`config.mk`:
```
export PLATFORM = sky130hd
export DESIGN_NAME = hazard_ctrl
export DESIGN_NICKNAME = d
export VERILOG_FILES = /design/src/rtl/hazard_ctrl.sv
export SDC_FILE = /design/constraint.sdc
export NUM_CORES = 1
export LEC_CHECK = 0
export CAP_MARGIN = 20
export CORE_MARGIN = 5
export CORE_UTILIZATION = 35
export DETAILED_ROUTE_END_ITERATION = 8
export GPL_TIMING_DRIVEN = 0
export PLACE_DENSITY = 0.67
export SYNTH_ARGS = -nofsm -noshare
export SYNTH_HDL_FRONTEND = slang
export SYNTH_SLANG_ARGS = --single-unit
```
`constraint.sdc`:
```
create_clock -name clk -period 2.6 [get_ports clk]
set_clock_uncertainty 0.1 [all_clocks]
set_input_delay 0.52 -clock clk [delete_from_list [all_inputs] [get_ports clk]]
set_output_delay 0.52 -clock clk [all_outputs]
set_load 0.01 [all_outputs]
```
`src/rtl/hazard_ctrl.sv`:
```
// Pipeline hazard unit: operand bypass selects, load-use/branch stalls, jump bubbles,
// data-memory wait handling with timeout, and a saturating stall-cycle counter.
module hazard_ctrl #(
    parameter int REG_AW = 5,
    parameter int CNT_W  = 16,
    parameter int MEM_TO = 15
) (
    input  logic              clk,
    input  logic              reset,
    input  logic [REG_AW-1:0] rsD,
    input  logic [REG_AW-1:0] rtD,
    input  logic              usesrsD,
    input  logic              usesrtD,
    input  logic              branchD,
    input  logic              jumpD,
    input  logic              jumpregD,
    input  logic [REG_AW-1:0] rsE,
    input  logic [REG_AW-1:0] rtE,
    input  logic [REG_AW-1:0] writeregE,
    input  logic              regwriteE,
    input  logic [1:0]        memtoregE,
    input  logic [REG_AW-1:0] writeregM,
    input  logic              regwriteM,
    input  logic [1:0]        memtoregM,
    input  logic              memreqM,
    input  logic              dmem_ack,
    input  logic [REG_AW-1:0] writeregW,
    input  logic              regwriteW,
    input  logic              clr_cnt,
    output logic              stall_F,
    output logic              stall_D,
    output logic              stall_E,
    output logic              stall_M,
    output logic              flush_D,
    output logic              flush_E,
    output logic              flush_W,
    output logic [1:0]        forwardAE,
    output logic [1:0]        forwardBE,
    output logic [1:0]        forwardAD,
    output logic [1:0]        forwardBD,
    output logic [CNT_W-1:0]  stall_cnt,
    output logic              mem_err
);

    localparam int WAIT_W = (MEM_TO < 2) ? 1 : $clog2(MEM_TO + 1);
    localparam logic [WAIT_W-1:0] WAIT_LAST = WAIT_W'(MEM_TO - 1);

    typedef enum logic [1:0] {RUN = 2'd0, JBUB = 2'd1, MWAIT = 2'd2} stateT;

    stateT             stateReg;
    stateT             stateNext;
    logic [WAIT_W-1:0] waitCnt;
    logic              timeout;

    // Register 0 is hard-wired, so it never produces a dependency.
    function automatic logic regMatch(input logic [REG_AW-1:0] src,
                                      input logic [REG_AW-1:0] dst);
        return (src != '0) && (src == dst);
    endfunction

    logic [3:0][REG_AW-1:0] fwdSrc;
    logic [3:0][1:0]        fwdSel;

    assign fwdSrc[0] = rsE;
    assign fwdSrc[1] = rtE;
    assign fwdSrc[2] = rsD;
    assign fwdSrc[3] = rtD;

    generate
        for (genvar gi = 0; gi < 4; gi++) begin : gFwd
            assign fwdSel[gi] =
                (regwriteM && regMatch(fwdSrc[gi], writeregM)) ?
                    ((memtoregM == 2'b10) ? 2'b11 : 2'b10) :
                (regwriteW && regMatch(fwdSrc[gi], writeregW)) ? 2'b01 : 2'b00;
        end
    endgenerate

    assign forwardAE = fwdSel[0];
    assign forwardBE = fwdSel[1];
    assign forwardAD = fwdSel[2];
    assign forwardBD = fwdSel[3];

    logic rsHitE, rtHitE, rsHitM, rtHitM;
    logic memWait, loadUse, brDep, isJump, anyStall;

    assign rsHitE  = usesrsD && regMatch(rsD, writeregE);
    assign rtHitE  = usesrtD && regMatch(rtD, writeregE);
    assign rsHitM  = usesrsD && regMatch(rsD, writeregM);
    assign rtHitM  = usesrtD && regMatch(rtD, writeregM);

    assign memWait = memreqM && !dmem_ack;
    assign loadUse = (memtoregE == 2'b01) && regwriteE && (rsHitE || rtHitE);
    assign brDep   = (branchD || jumpregD) &&
                     ((regwriteE && (rsHitE || rtHitE)) ||
                      ((memtoregM == 2'b01) && (rsHitM || rtHitM)));
    assign isJump  = jumpD || jumpregD;

    always_comb begin
        stateNext = stateReg;
        stall_F   = 1'b0;
        stall_D   = 1'b0;
        stall_E   = 1'b0;
        stall_M   = 1'b0;
        flush_D   = 1'b0;
        flush_E   = 1'b0;
        flush_W   = 1'b0;
        timeout   = 1'b0;
        case (stateReg)
            MWAIT: begin
                stateNext = RUN;
                if (!dmem_ack) begin
                    {stall_F, stall_D, stall_E, stall_M, flush_W} = 5'b11111;
                    // Last permitted wait cycle: flag the error and let the pipe go.
                    if (waitCnt == WAIT_LAST) begin
                        timeout = 1'b1;
                    end else begin
                        stateNext = MWAIT;
                    end
                end
            end
            default: begin
                stateNext = RUN;
                if (memWait) begin
                    {stall_F, stall_D, stall_E, stall_M, flush_W} = 5'b11111;
                    stateNext = MWAIT;
                end else if (loadUse || brDep) begin
                    {stall_F, stall_D, flush_E} = 3'b111;
                end else if (isJump && (stateReg == RUN)) begin
                    // JBUB masks the still-visible jump for its one bubble cycle.
                    flush_D   = 1'b1;
                    stateNext = JBUB;
                end
            end
        endcase
    end

    assign anyStall = stall_F || stall_D || stall_E || stall_M;

    always_ff @(posedge clk or negedge reset) begin
        if (!reset) begin
            stateReg  <= RUN;
            waitCnt   <= '0;
            stall_cnt <= '0;
            mem_err   <= 1'b0;
        end else begin
            stateReg <= stateNext;
            if ((stateReg == MWAIT) && (stateNext == MWAIT)) begin
                waitCnt <= waitCnt + WAIT_W'(1);
            end else begin
                waitCnt <= '0;
            end
            if (timeout) begin
                mem_err <= 1'b1;
            end
            if (clr_cnt) begin
                stall_cnt <= '0;
            end else if (anyStall && (stall_cnt != '1)) begin
                stall_cnt <= stall_cnt + CNT_W'(1);
            end
        end
    end

endmodule

```
==> results by group, run 1 <==
Setup path
  • CP bufs+invs: 3
  • Max FO, Critical Path: 4
  • Crit path max-delay family: simple AND/OR/NAND/NOR gates
  • R2R depth: 8
  • CP max stage delay: 0.57 ns
  • Worst setup SP type: input port
  • WS Path Type: input port to output pin
  • CP arrival: 2.06 ns
  • Critical path, cell by cell: buf_8 > or4_4 > o211ai_2 > o22ai_2 > buf_4 > nand2_2 > o21ai_2 > a21oi_2 > buf_2
  • Critical path's slowest cell: or4_4
  • CP Depth: 9
  • Crit end category: output pin
  • WP data required: 1.98 ns

Cells and area
  • # fillers: 546
  • Area Overhead vs Synth: 51.78%
  • Final Non-Filler Cells: 411
  • N_diodes: 0
  • Fraction of layout cells with a size suffix above 1: 26.79%
  • Nets: 392

STA
  • Worst setup margin: -0.07964 ns
  • Actual slew at the worst max-slew pin: 0.6590 ns
  • Fmax: 373.2 MHz
  • Max Slew Vio Count: 0
  • RSZ-0062 raised after global routing: yes
  • Tmin final: 2.680 ns
  • Final Cycle Share: 103.1%
  • Final Hold Violating Endpoints: 0
  • Final setup vio count: 3
  • Final setup TNS: -0.2075 ns
  • Rel. slew slack: 56.07%

Detailed routing
  • Met2 wire len: 3115 um
  • Iter 0 DRT Violations: 99
  • Routed WL: 6143 um
  • DRC: 0
  • WL met1: 2533 um
  • Metal3 WL: 356 um
  • Drt first pass iters: 4
  • Total number of vias: 2126
  • Top routing layer in use: met4
  • Antenna-violating nets left: 0
  • Vias per cell: 5.173
  • Wire per inst: 14.95 um

Clocking
  • Skew-Pair Late Insertion Delay: 0.27 ns
  • Clock buffer depth: 2
  • Num CTS Buffers: 3
  • Clock Pin Slew Worst Setup and Hold Paths: 0.08 ns
  • CTS tree: yes
  • Root Buffer Master: clkbuf_8
  • H-tree levels: 1
  • Clk sinks: 23

Floorplan
  • Die X: 87.68 um
  • Die Area: 7688 um^2
  • Die height: 87.68 um
  • IO Pins: 84
  • Standard-cell rows: 28
  • Initial Util: 35.88%
  • Core box area: 5886 um^2

Synth
  • Main synth FF type: dfrtp_1
  • Post-synth top area share: 27.25%
  • Seq cells post-synth: 23
  • Post-Syn Nets: 299
  • Top cells by area, synth: dfrtp_1, xnor2_1, nand4_1
  • Leading cell types by count after synthesis: xnor2_1, dfrtp_1, nor2_1, nand2_1, nand4_1
  • Average cell area after synthesis: 8.656 um^2
  • Most common cell in the netlist: xnor2_1
  • Register area share after synthesis: 27.25%
  • Synthesized instance count: 244
  • Largest area contributor in the netlist: dfrtp_1
  • Distinct cell type count after synthesis: 45
  • Post-synth EDFFs: 0
  • Ys Warns: 0
  • Mapped Area: 2112 um^2
  • Post-synth ARST share: 100.0%

Place
  • Post-DP HPWL: 4850 um
  • DP Cell Count: 394
  • RD Place Congestion: 0.8096
  • Number of port buffers: 75
  • Pre-CTS setup slack: -1.008 ns

Worst hold path
  • Hold Path Class: register to register
  • Hold depth: 1

Job
  • Max Cap Viol: 0

Global route
  • Tot GR Track Use: 16.63%
  • First-pass GRT wire length: 10360 um
  • Pin count of the biggest net entering global routing: 24
  • Antenna violations before repair: 0
  • GR Overflow Total: 0
  • Vias in the first global route: 2205

Power
  • PwrDens: 292.5 nW/um^2
  • Total power: 937.7 uW
  • P_leak: 1.310 nW
  • VDD IR-drop max: 0.0001886 V

Run status
  • Failing checks: setup timing
  • Status: complete, but fails checks
-- cell families (layout without fill, tap and decap cells) --
family	after synthesis	count (layout)	share of synthesized area (%)
and+or+nand+nor	91	91	24.65
xor gates and xnor gates	55	55	22.81
AOI/OAI and AO/OA	49	49	17.77
DFF	23	23	27.25
buffers and inverters	23	115	5.746
adders and majority gates	3	3	1.777
-- stage by stage --
stage / hold slack (ns) / util, % / cell area (um^2)
2_1_floorplan: 0.1244 / - / 2112
3_3_place_gp: 0.3397 / 50.23 / 2957
3_5_place_dp: 0.3467 / 50.23 / 2957
4_1_cts: 0.3689 / 52.59 / 3095
5_1_grt: 0.3981 / 54.46 / 3206
6_report: 0.3676 / 54.46 / 3206
-- path summary, 6_finish.rpt --
check | slack, ns | startpoint | end
worst max register to register | 0.34 | stall_cnt[3]$_DFFE_PN0P_ | stall_cnt[15]$_DFFE_PN0P_
worst min-delay path | 0.37 | mem_err$_DFFE_PN0P_ | mem_err$_DFFE_PN0P_
worst min register to register | 0.37 | mem_err$_DFFE_PN0P_ | mem_err$_DFFE_PN0P_
max in group asynchronous | 1.49 | reset | waitCnt[3]$_DFF_PN0_
worst max-delay path | -0.08 | rtD[4] | flush_D
min in group asynchronous | 0.45 | reset | stall_cnt[9]$_DFFE_PN0P_
-- cells in the final DEF (no fill, tap or decap), types with 3 or more instances in the layout --
master / n
buf_6: 8
nor2_1: 13
o21ai_1: 10
buf_4: 16
a21oi_1: 5
nand4_1: 13
clkbuf_1: 7
or3_4: 3
nand2_1: 12
ha_1: 3
o21ai_0: 3
buf_2: 10
or3_1: 7
or4_1: 4
a21oi_2: 9
nor2b_1: 3
nand3_1: 9
xnor2_2: 5
xnor2_1: 41
dlygate4sd2_1: 25
clkdlybuf4s50_1: 29
clkbuf_8: 3
inv_1: 7
xor2_1: 9
dfrtp_1: 23
buf_8: 3
-- per-layer routing --
metal,global-route usage [%],up-vias
li1,-,1054
met1,20.84,999
met2,29.38,61
met3,1.976,12
met4,5.718,0
met5,0,-
-- final cells by class --
cell class	instances	area [um^2]	share of cell area, %
Tap cell	75	93.84	2.927
Buffer	15	91.34	2.849
Multi-Input combinational cell	198	1573	49.06
Clock buffer	4	45.04	1.405
Sequential cell	23	575.6	17.95
Timing Repair Buffer	88	794.5	24.79
Inverter	8	32.53	1.015
-- report_power, final --
group	internal [mW]	switching, mW
clock	0.109	0.118
sequential	0.364	0.00791
combinational	0.174	0.164
total	0.648	0.290
-- sequential cells by signal (all words and copies together), names as in the netlist --
register / count
stall_cnt: 16
waitCnt: 4
stateReg: 2
mem_err: 1
-- worst reg2reg max path, cell delays in order, from the launching register on --
cell	delay [ns]
dfrtp_1	0.47
and4_1	0.27
and4_1	0.27
nand4_1	0.18
or2b_2	0.38
o31ai_4	0.09
buf_6	0.18
nor4_1	0.05
o21ba_1	0.16
-- timing repair --
| action | in CTS | in global routing |
|---|---|---|
| pin swaps | 19 | 11 |
| setup buffers | 8 | 5 |
| endpoints found under the hold margin | 0 | 0 |
| resized for setup | 136 | 18 |
| hold buffers | 0 | 0 |
| endpoints found under the setup margin | 29 | 8 |
Power figures use the tool's default switching activity.
==> inputs of run 2 (changes only) <==
ABC_AREA = 1   (was not set)
CORE_MARGIN = 2   (was 5)
PLACE_DENSITY = not set   (was 0.67)
==> results by group, run 2 <==
Setup path
  • RR Endpoint: stall_cnt[9]$_DFFE_PN0P_
  • Critical path, cell by cell: clkdlybuf4s15_2 > inv_1 > nand4_1 > inv_2 > a2111oi_2 > nand4_1 > o21ai_0 > clkdlybuf4s15_2
  • Max FO, Critical Path: 4
  • CP arrival: 1.91 ns
  • Crit end category: output pin
  • Critical R2R Launch: stall_cnt[0]$_DFFE_PN0P_
  • WP data required: 1.98 ns
  • CP max stage delay: 0.34 ns
  • Reg2Reg Setup Slack: 0.54 ns
  • WS Path Type: input port to output pin
  • R2R depth: 7
  • Worst setup SP type: input port
  • Critical path's slowest cell: a2111oi_2

STA
  • Worst setup margin: 0.07353 ns
  • Final setup vio count: 0
  • Max Slew Vio Count: 0
  • RSZ-0062 raised after global routing: yes
  • Final Cycle Share: 97.17%
  • Rel. slew slack: 66.85%
  • Tmin final: 2.526 ns
  • Actual slew at the worst max-slew pin: 0.4973 ns
  • Final setup TNS: 0 ns
  • Fmax: 395.8 MHz
  • Final Hold Violating Endpoints: 0

Clocking
  • Num CTS Buffers: 3
  • Root Buffer Master: clkbuf_8
  • Skew-Pair Late Insertion Delay: 0.26 ns
  • Clock Pin Slew Worst Setup and Hold Paths: 0.09 ns
  • H-tree levels: 1
  • Clk sinks: 23
  • CTS tree: yes
  • Hold buffer count at CTS: 0
  • Clock buffer depth: 2

Place
  • Pre-CTS setup slack: -0.8706 ns
  • DP Cell Count: 501
  • Post-DP HPWL: 5460 um
  • RD Place Congestion: 0.8876
  • Placed cell area: 3282 um^2
  • Number of port buffers: 82

Global route
  • First-pass GRT wire length: 11900 um
  • Antenna violations before repair: 0
  • Tot GR Track Use: 19.69%
  • GR Overflow Total: 0
  • Vias in the first global route: 2450
  • Pin count of the biggest net entering global routing: 24

Cells and area
  • Commonest cells after routing, fill and taps aside: nand2_1, inv_1, clkdlybuf4s50_1
  • Nets: 490
  • Area Overhead vs Synth: 42.38%
  • Most common cell after layout, fill and taps aside: nand2_1
  • N_diodes: 0
  • # fillers: 671
  • Most flop-heavy register: stall_cnt
  • Final Non-Filler Cells: 511
  • Core Util, Final: 52.13%
  • Fraction of layout cells with a size suffix above 1: 17.74%
  • Post-route cell area: 3367 um^2
  • Regs by FF count: stall_cnt x16, waitCnt x4, stateReg x2
  • Max FFs per register: 16

Detailed routing
  • Wire per inst: 14.10 um
  • Total number of vias: 2533
  • Iter 0 DRT Violations: 84
  • DRC: 0
  • Antenna-violating nets left: 0
  • Routed WL: 7206 um
  • Drt first pass iters: 4
  • Vias per cell: 4.957

Synth
  • Leading cell types by count after synthesis: nand2_1, inv_1, nor2_1, nand4_1, xor2_1
  • Post-Syn Nets: 397
  • Most common cell in the netlist: nand2_1
  • Main synth FF type: dfrtp_1
  • Seq cells post-synth: 23
  • Top cells by area, synth: dfrtp_1, nand2_1, xor2_1
  • Largest area contributor in the netlist: dfrtp_1
  • Post-synth EDFFs: 0
  • Distinct cell type count after synthesis: 41
  • Ys Warns: 0
  • Post-synth ARST share: 100.0%
  • Register area share after synthesis: 24.34%
  • Post-synth top area share: 24.34%
  • Synthesized instance count: 342
  • Mapped Area: 2365 um^2
  • Average cell area after synthesis: 6.915 um^2

Floorplan
  • Standard-cell rows: 29
  • Core box area: 6459 um^2
  • Die X: 86.20 um
  • IO Pins: 84
  • Die Area: 7430 um^2
  • Initial Util: 36.61%
  • Die height: 86.20 um

Run status
  • Status: completed

Power
  • PwrDens: 284.6 nW/um^2
  • VDD IR-drop max: 0.0002162 V
  • P_leak: 1.722 nW

Job
  • Max Cap Viol: 0

Worst hold path
  • Hold Path Class: input port to async pin
[run 2: per-stage QoR]
step                      total power, mW  hold WS [ns]
after floorplan                    0.5549        0.1244
after global placement             0.7358        0.3703
after detailed placement           0.7367        0.3746
after CTS                          0.9584        0.3927
after global routing                1.016        0.3638
final                              0.9584        0.3687
[run 2: worst max-delay path: cells and delay by family]
| kind | cells | cell delay [ns] |
|---|---|---|
| buffers and inverters | 4 | 0.67 |
| AOI/OAI and AO/OA | 2 | 0.47 |
| and+or+nand+nor | 2 | 0.24 |
[run 2: cells by family (layout without fill, tap and decap cells)]
kind of cell,after synthesis,after routing,synth area share (%)
AND/OR/NAND/NOR,183,183,39.47
AO/OA/AOI/OAI,26,26,7.037
buffers and inverters,64,156,11.64
flip-flops,23,23,24.34
adder cells (fa/ha/maj),3,3,1.587
XOR/XNOR,43,43,15.93
[run 2: final cells by class]
type                            count  area, um^2  share of cell area [%]
Buffer                              9       61.31                   1.821
Tap cell                           77       96.34                   2.861
Timing Repair Buffer               89       798.3                   23.71
Multi-Input combinational cell    255        1588                   47.16
Inverter                           54       202.7                   6.020
Sequential cell                    23       575.6                   17.09
Clock buffer                        4       45.04                   1.338
[run 2: worst max-delay path by stage]
stage / start / to / slack [ns] / depth (start not counted)
after floorplan: writeregM[1] / stall_F / 0.36 / 12
after detailed placement: writeregM[4] / stall_F / -0.87 / 13
after global routing: rtD[3] / stall_D / -0.04 / 13
final: rsD[2] / forwardAD[0] / 0.07 / 8
after CTS: dmem_ack / stall_M / 0.008 / 6
after global placement: writeregM[2] / stall_F / -0.84 / 13
[run 2: metal layers]
metal | part of all wire, % | global-route usage, % | routed length (um)
met5 | 0 | 0 | 0
met4 | 1.3 | 4.545 | 97
met3 | 7.5 | 3.333 | 543
met2 | 47 | 34.04 | 3410
met1 | 44 | 25.79 | 3154
[run 2: report_power, final]
| group | switching (mW) | total [mW] | internal [mW] |
|---|---|---|---|
| sequential | 0.00965 | 0.377 | 0.367 |
| clock | 0.116 | 0.226 | 0.109 |
| combinational | 0.191 | 0.356 | 0.164 |
| total | 0.317 | 0.958 | 0.641 |
[run 2: repair_timing]
| item | in CTS | in global routing |
|---|---|---|
| endpoints found under the setup margin | 14 | 13 |
| pin swaps | 6 | 11 |
| setup buffers | 4 | 2 |
| gates resized for setup | 84 | 44 |
